## config.mk

```make
export PLATFORM = sky130hd
export DESIGN_NAME = mips_muldiv_unit
export DESIGN_NICKNAME = d
export VERILOG_FILES = /design/src/rtl/mips_muldiv_unit.sv
export SDC_FILE = /design/constraint.sdc
export NUM_CORES = 1
export LEC_CHECK = 0
export BUFFER_PORTS_ARGS = -buffer_cell sky130_fd_sc_hd__buf_2
export CAP_MARGIN = 15
export CORE_MARGIN = 1
export CORE_UTILIZATION = 45
export DETAILED_ROUTE_END_ITERATION = 7
export PLACE_DENSITY = 0.68
export SLEW_MARGIN = 20
export SYNTH_ARGS = -nofsm -noshare
export SYNTH_HDL_FRONTEND = slang
export SYNTH_SLANG_ARGS = --single-unit
```

## constraint.sdc

```tcl
create_clock -name clk -period 8.42 [get_ports clk]
set_clock_uncertainty 0.2 [all_clocks]
set_input_delay 0.842 -clock clk [delete_from_list [all_inputs] [get_ports clk]]
set_output_delay 0.842 -clock clk [all_outputs]
set_load 0.01 [all_outputs]
```

## src/rtl/mips_muldiv_unit.sv

```systemverilog
// Iterative MULT/MULTU/DIV/DIVU sequencer owning the HI/LO pair.
// One product/quotient bit per cycle; fixed WIDTH+2 cycle latency with a front-end stall interlock.
module mips_muldiv_unit #(
    parameter int WIDTH = 32
) (
    input  logic             clk,
    input  logic             rst,
    input  logic             start,
    input  logic [1:0]       op,
    input  logic [WIDTH-1:0] rs_data,
    input  logic [WIDTH-1:0] rt_data,
    input  logic             mthi_en,
    input  logic             mtlo_en,
    input  logic [WIDTH-1:0] mt_data,
    input  logic             mf_req,
    output logic             busy,
    output logic             stall,
    output logic             done,
    output logic [WIDTH-1:0] hi_out,
    output logic [WIDTH-1:0] lo_out
);
    // Handshake: start is a level from decode; it is accepted only in IDLE,
    // and while busy the stall output tells upstream to hold it.

    localparam int CW = $clog2(WIDTH);

    typedef enum logic [1:0] {
        IDLE = 2'd0,
        RUN  = 2'd1,
        FIX  = 2'd2
    } state_t;

    state_t state, state_next;

    logic [CW-1:0]      cnt;
    logic               is_div_q;
    logic               neg_q;
    logic               rneg_q;
    logic               dz_q;
    logic [WIDTH-1:0]   a_q;
    logic [WIDTH-1:0]   b_q;
    logic [WIDTH-1:0]   rs_q;
    logic [2*WIDTH-1:0] acc;
    logic [2*WIDTH-1:0] acc_step;

    logic               in_signed;
    logic [WIDTH-1:0]   rs_abs;
    logic [WIDTH-1:0]   rt_abs;
    logic [WIDTH:0]     mul_sum;
    logic [WIDTH:0]     div_shift;
    logic [WIDTH:0]     div_diff;
    logic [2*WIDTH-1:0] prod_fix;
    logic [WIDTH-1:0]   quot_fix;
    logic [WIDTH-1:0]   rem_fix;
    logic [WIDTH-1:0]   res_hi;
    logic [WIDTH-1:0]   res_lo;

    // State register
    always_ff @(posedge clk) begin
        if (rst) begin
            state <= IDLE;
        end else begin
            state <= state_next;
        end
    end

    // Next-state logic
    always_comb begin
        state_next = state;
        case (state)
            IDLE:    if (start) state_next = RUN;
            RUN:     if (cnt == CW'(WIDTH - 1)) state_next = FIX;
            FIX:     state_next = IDLE;
            default: state_next = IDLE;
        endcase
    end

    // Output logic
    always_comb begin
        busy  = (state != IDLE);
        stall = busy & (start | mf_req | mthi_en | mtlo_en);
    end

    // Operand conditioning: magnitudes for signed ops, raw values otherwise
    always_comb begin
        in_signed = ~op[0];
        rs_abs    = (in_signed && rs_data[WIDTH-1]) ? -rs_data : rs_data;
        rt_abs    = (in_signed && rt_data[WIDTH-1]) ? -rt_data : rt_data;
    end

    // Low half holds the multiplier (shifted out LSB first) or the dividend
    // (shifted out MSB first); high half is the partial product or remainder.
    always_comb begin
        mul_sum   = {1'b0, acc[2*WIDTH-1:WIDTH]} + (acc[0] ? {1'b0, a_q} : '0);
        div_shift = acc[2*WIDTH-1:WIDTH-1];
        div_diff  = div_shift - {1'b0, b_q};
        if (!is_div_q) begin
            acc_step = {mul_sum, acc[WIDTH-1:1]};
        end else if (!div_diff[WIDTH]) begin
            acc_step = {div_diff[WIDTH-1:0], acc[WIDTH-2:0], 1'b1};
        end else begin
            acc_step = {div_shift[WIDTH-1:0], acc[WIDTH-2:0], 1'b0};
        end
    end

    // Sign correction applied while in FIX
    always_comb begin
        prod_fix = neg_q ? -acc : acc;
        quot_fix = neg_q ? -acc[WIDTH-1:0] : acc[WIDTH-1:0];
        rem_fix  = rneg_q ? -acc[2*WIDTH-1:WIDTH] : acc[2*WIDTH-1:WIDTH];
        if (!is_div_q) begin
            res_hi = prod_fix[2*WIDTH-1:WIDTH];
            res_lo = prod_fix[WIDTH-1:0];
        end else if (dz_q) begin
            res_hi = rs_q;
            res_lo = '1;
        end else begin
            res_hi = rem_fix;
            res_lo = quot_fix;
        end
    end

    always_ff @(posedge clk) begin
        if (rst) begin
            cnt      <= '0;
            is_div_q <= 1'b0;
            neg_q    <= 1'b0;
            rneg_q   <= 1'b0;
            dz_q     <= 1'b0;
            a_q      <= '0;
            b_q      <= '0;
            rs_q     <= '0;
            acc      <= '0;
            hi_out   <= '0;
            lo_out   <= '0;
            done     <= 1'b0;
        end else begin
            done <= (state == FIX);
            case (state)
                IDLE: begin
                    if (mthi_en) hi_out <= mt_data;
                    if (mtlo_en) lo_out <= mt_data;
                    if (start) begin
                        is_div_q <= op[1];
                        neg_q    <= in_signed & (rs_data[WIDTH-1] ^ rt_data[WIDTH-1]);
                        rneg_q   <= in_signed & op[1] & rs_data[WIDTH-1];
                        dz_q     <= op[1] & (rt_data == '0);
                        a_q      <= rs_abs;
                        b_q      <= rt_abs;
                        rs_q     <= rs_data;
                        acc      <= {{WIDTH{1'b0}}, (op[1] ? rs_abs : rt_abs)};
                        cnt      <= '0;
                    end
                end
                RUN: begin
                    acc <= acc_step;
                    cnt <= cnt + 1'b1;
                end
                FIX: begin
                    hi_out <= res_hi;
                    lo_out <= res_lo;
                end
                default: ;
            endcase
        end
    end

endmodule

```

==> impl_results.md <==
* Multi-input gate area at 11,900 µm²
* Slew Limit Headroom at 0.353
* Routed vias/inst at 6.35
* Width of the die at 200 µm
* Static Leak at 0.00771 µW
* CTS Hold Bufs at 0
* Iteration-0 DRC count of the detailed router at 2,245
* Core outline area at 38,600 µm²
* Insertion delay to the later sink of the worst-skew pair at 0.58 ns
* Category of the most critical setup path: register to register
* Post-route DRC at 1
* Pin slew with the least headroom to its limit at 0.968 ns
* Worst-path clk slew at 0.07 ns
* Outcome: finished with violations
* Number of iterations in the first detailed-routing pass at 8
* Portion of the post-synthesis area used by sequential elements at 0.267
* Number of different library cells in the post-synthesis netlist at 85
* Number of buffers inserted by post-CTS setup repair at 0
* Leading register cell type out of synthesis: sky130_fd_sc_hd__dfxtp_1
* Gr ovfl total at 0
* F_max at 0.222 GHz
* Final period util at 0.535
* Number of clock sinks seen by CTS at 235
* Violations in the final reports: design-rule violations
* Max IR drop VDD at 0.187 mV
* Clock period minus final worst setup slack at 4.50 ns
* Number of nets produced by synthesis at 2,529
* Worst hold margin at 0.251 ns
* Post-synthesis to final-layout area growth at 11.1%
* Diodes inserted at 0
* Largest net degree at the start of global routing at 85
* Cell type with the largest total area after synthesis: sky130_fd_sc_hd__dfxtp_1
* FILL cells at 3,833
* Detail Placement HPWL at 51.9 mm
* Yosys synthesis warning count at 0
* Syn_area_per_cell at 7.48 µm²
* Num ports at 171
* Share of synthesized flip-flops with an asynchronous set or reset at 0
* Utilization of the core after routing at 0.507
* Worst setup SP type: register
* Number of antenna violations at the first check in global routing at 1
* Max cap viols at 0
* Cell area after technology mapping at 17,600 µm²
* Placer's final routability congestion estimate at 1.03
* Clock H-tree levels at 1
* Global-route wire length before repair at 101 mm
* Area enclosed by the die boundary at 39,900 µm²
* Via Count at 18.6k
* Required time of the worst setup path at 8.63 ns
* Portion of synthesized cell area occupied by the leading cell type at 0.267
* CTS buffer count at 28
* Vertical die dimension at 200 µm
* Number of failing hold endpoints at the final stage at 0
* Resize count post-CTS at 0
* Endpoint type of the worst setup path: register
* Endpoint arrival time on the critical path at 4.71 ns
* Clock Tree Buf Depth at 3
* Synthesized flop and latch total at 235
* Final setup fails at 0
* Vias in the first global route at 16.7k
* Post-synth EDFFs at 0
* Tot GR Track Use at 0.335
* Max Fanout on Critical Path at 11
* Cell at the root of the clock tree: sky130_fd_sc_hd__clkbuf_16
* Biggest area contributors in the synthesized netlist: sky130_fd_sc_hd__dfxtp_1, sky130_fd_sc_hd__a21oi_1, sky130_fd_sc_hd__nand2_1
* Number of pins with negative max-slew slack in the final report at 0
* CTS tree: done
* Number of I/O port buffers at 170
* Worst Hold Class: register to register
* List of most frequent post-synthesis cells: sky130_fd_sc_hd__nand2_1, sky130_fd_sc_hd__nor2_1, sky130_fd_sc_hd__dfxtp_1
* Fraction of final layout cells sized beyond drive strength 1 at 0.126
* Effective utilization at floorplan at 0.456
* Routed wirelength normalized by instance count at 23.4 µm
* Number of standard cells after synthesis at 2,353
* Setup TNS after final layout at 0 ns
* Nets@finish at 2,558
* Most instantiated library cell after synthesis: sky130_fd_sc_hd__nand2_1
* Total number of placement rows at 72
* Setup repair after global routing missed its margin: false
* Sequential standard cell area at 4710 µm²
* Final wirelength at 68.4 mm
* Residual antenna-violating net count after detailed routing at 0
* Ratio of total power to cell area at 176 nW/µm²
[critical path, cell delays in order (launching register included)]
cell                       delay [ns]
sky130_fd_sc_hd__dfxtp_1         0.55
sky130_fd_sc_hd__inv_1           0.22
sky130_fd_sc_hd__fa_1            0.44
sky130_fd_sc_hd__nand2b_1        0.21
sky130_fd_sc_hd__a21o_1          0.20
sky130_fd_sc_hd__a31o_2          0.23
sky130_fd_sc_hd__o211ai_1        0.32
sky130_fd_sc_hd__a41oi_1         0.32
sky130_fd_sc_hd__xnor2_1         0.73
sky130_fd_sc_hd__buf_4           0.32
sky130_fd_sc_hd__mux2_2          0.35
sky130_fd_sc_hd__a21oi_1         0.14
sky130_fd_sc_hd__o21ai_0         0.09
[final cells by class]
cell class              instances  share of cell area
clock inverters                15              0.0111
multi-input cells            1852               0.607
clock buffers                  36              0.0405
flip-flops and latches        235               0.241
repair buffers                196              0.0538
well taps                     518              0.0332
inverters                      69              0.0133
[logic make-up after synthesis]
logic type,share of synthesized area
adders and majority gates,0.0521
and+or+nand+nor,0.202
xor gates and xnor gates,0.0941
muxes,0.0341
buffers and inverters,0.0604
AOI/OAI and AO/OA,0.290
DFF,0.267
[layer usage]
layer	wire length [µm]	vias to the layer above	global-route usage	share of wire
li1	-	8586	-	-
met1	29000	8750	0.471	0.42
met5	27	-	0	0.00039
met3	7480	183	0.0709	0.11
met4	2780	2	0.118	0.041
met2	29100	1037	0.500	0.43
[path summary, 6_finish.rpt]
path	from	end	slack, ns	depth (start not counted)
hold reg to reg	lo_out[8]$_SDFFE_PP0P_	lo_out[8]$_SDFFE_PP0P_	0.25	2
hold / removal	lo_out[8]$_SDFFE_PP0P_	lo_out[8]$_SDFFE_PP0P_	0.25	2
setup / recovery	acc[32]$_SDFFE_PP0P_	acc[49]$_SDFFE_PP0P_	3.92	12
setup reg to reg	acc[32]$_SDFFE_PP0P_	acc[49]$_SDFFE_PP0P_	3.92	12
[registers in the layout (all words and copies together), names as in the netlist, 2 cells and up]
| signal | flops |
|---|---|
| state | 2 |
| a_q | 32 |
| cnt | 5 |
| hi_out | 32 |
| acc | 64 |
| rs_q | 31 |
| b_q | 32 |
| lo_out | 32 |
[layout by cell type (no fill, tap or decap), types with 8 or more instances in the layout]
| cell | instances |
|---|---|
| sky130_fd_sc_hd__mux2i_1 | 52 |
| sky130_fd_sc_hd__nor2b_1 | 13 |
| sky130_fd_sc_hd__nor4_1 | 15 |
| sky130_fd_sc_hd__nand3_1 | 27 |
| sky130_fd_sc_hd__a221oi_1 | 21 |
| sky130_fd_sc_hd__and3_1 | 11 |
| sky130_fd_sc_hd__a21o_1 | 32 |
| sky130_fd_sc_hd__a31oi_1 | 18 |
| sky130_fd_sc_hd__clkbuf_16 | 28 |
| sky130_fd_sc_hd__a211oi_1 | 114 |
| sky130_fd_sc_hd__or4_1 | 17 |
| sky130_fd_sc_hd__ha_1 | 70 |
| sky130_fd_sc_hd__buf_4 | 26 |
| sky130_fd_sc_hd__inv_1 | 69 |
| sky130_fd_sc_hd__or4_4 | 8 |
| sky130_fd_sc_hd__o21a_1 | 9 |
| sky130_fd_sc_hd__nor3_1 | 45 |
| sky130_fd_sc_hd__o31ai_1 | 35 |
| sky130_fd_sc_hd__nand4_1 | 15 |
| sky130_fd_sc_hd__buf_2 | 169 |
| sky130_fd_sc_hd__or2_2 | 9 |
| sky130_fd_sc_hd__a311oi_1 | 10 |
| sky130_fd_sc_hd__o211ai_1 | 23 |
| sky130_fd_sc_hd__nor2_1 | 236 |
| sky130_fd_sc_hd__a21oi_1 | 234 |
| sky130_fd_sc_hd__or3_1 | 24 |
| sky130_fd_sc_hd__a2111oi_0 | 9 |
| sky130_fd_sc_hd__o221ai_1 | 35 |
| sky130_fd_sc_hd__xnor2_1 | 92 |
| sky130_fd_sc_hd__o22ai_1 | 12 |
| sky130_fd_sc_hd__o21ai_0 | 127 |
| sky130_fd_sc_hd__nand2_1 | 258 |
| sky130_fd_sc_hd__dfxtp_1 | 232 |
| sky130_fd_sc_hd__and2_1 | 36 |
| sky130_fd_sc_hd__o41ai_1 | 16 |
| sky130_fd_sc_hd__xor2_1 | 96 |
| sky130_fd_sc_hd__nand2b_1 | 22 |
[power by group]
group	switching (µW)	internal (µW)	leakage [µW]
registers	91.8	1190	0.00193
clock network	538	790	0.000483
logic	540	291	0.00529
total	1170	2270	0.00771
[through the flow]
stage / std cells / worst slack [ns] / instance area, µm² / total power, µW
global route: 2921 / 3.59 / 19500 / 3570
detailed placement: 2870 / 4.04 / 18500 / 2110
floorplan: 2353 / 4.80 / 17600 / 1820
CTS: 2921 / 3.99 / 19500 / 3420
global placement: 2870 / 4.06 / 18500 / 2100
finish: 2921 / 3.92 / 19500 / 3440
No activity file was read; power rests on OpenSTA's default activity.
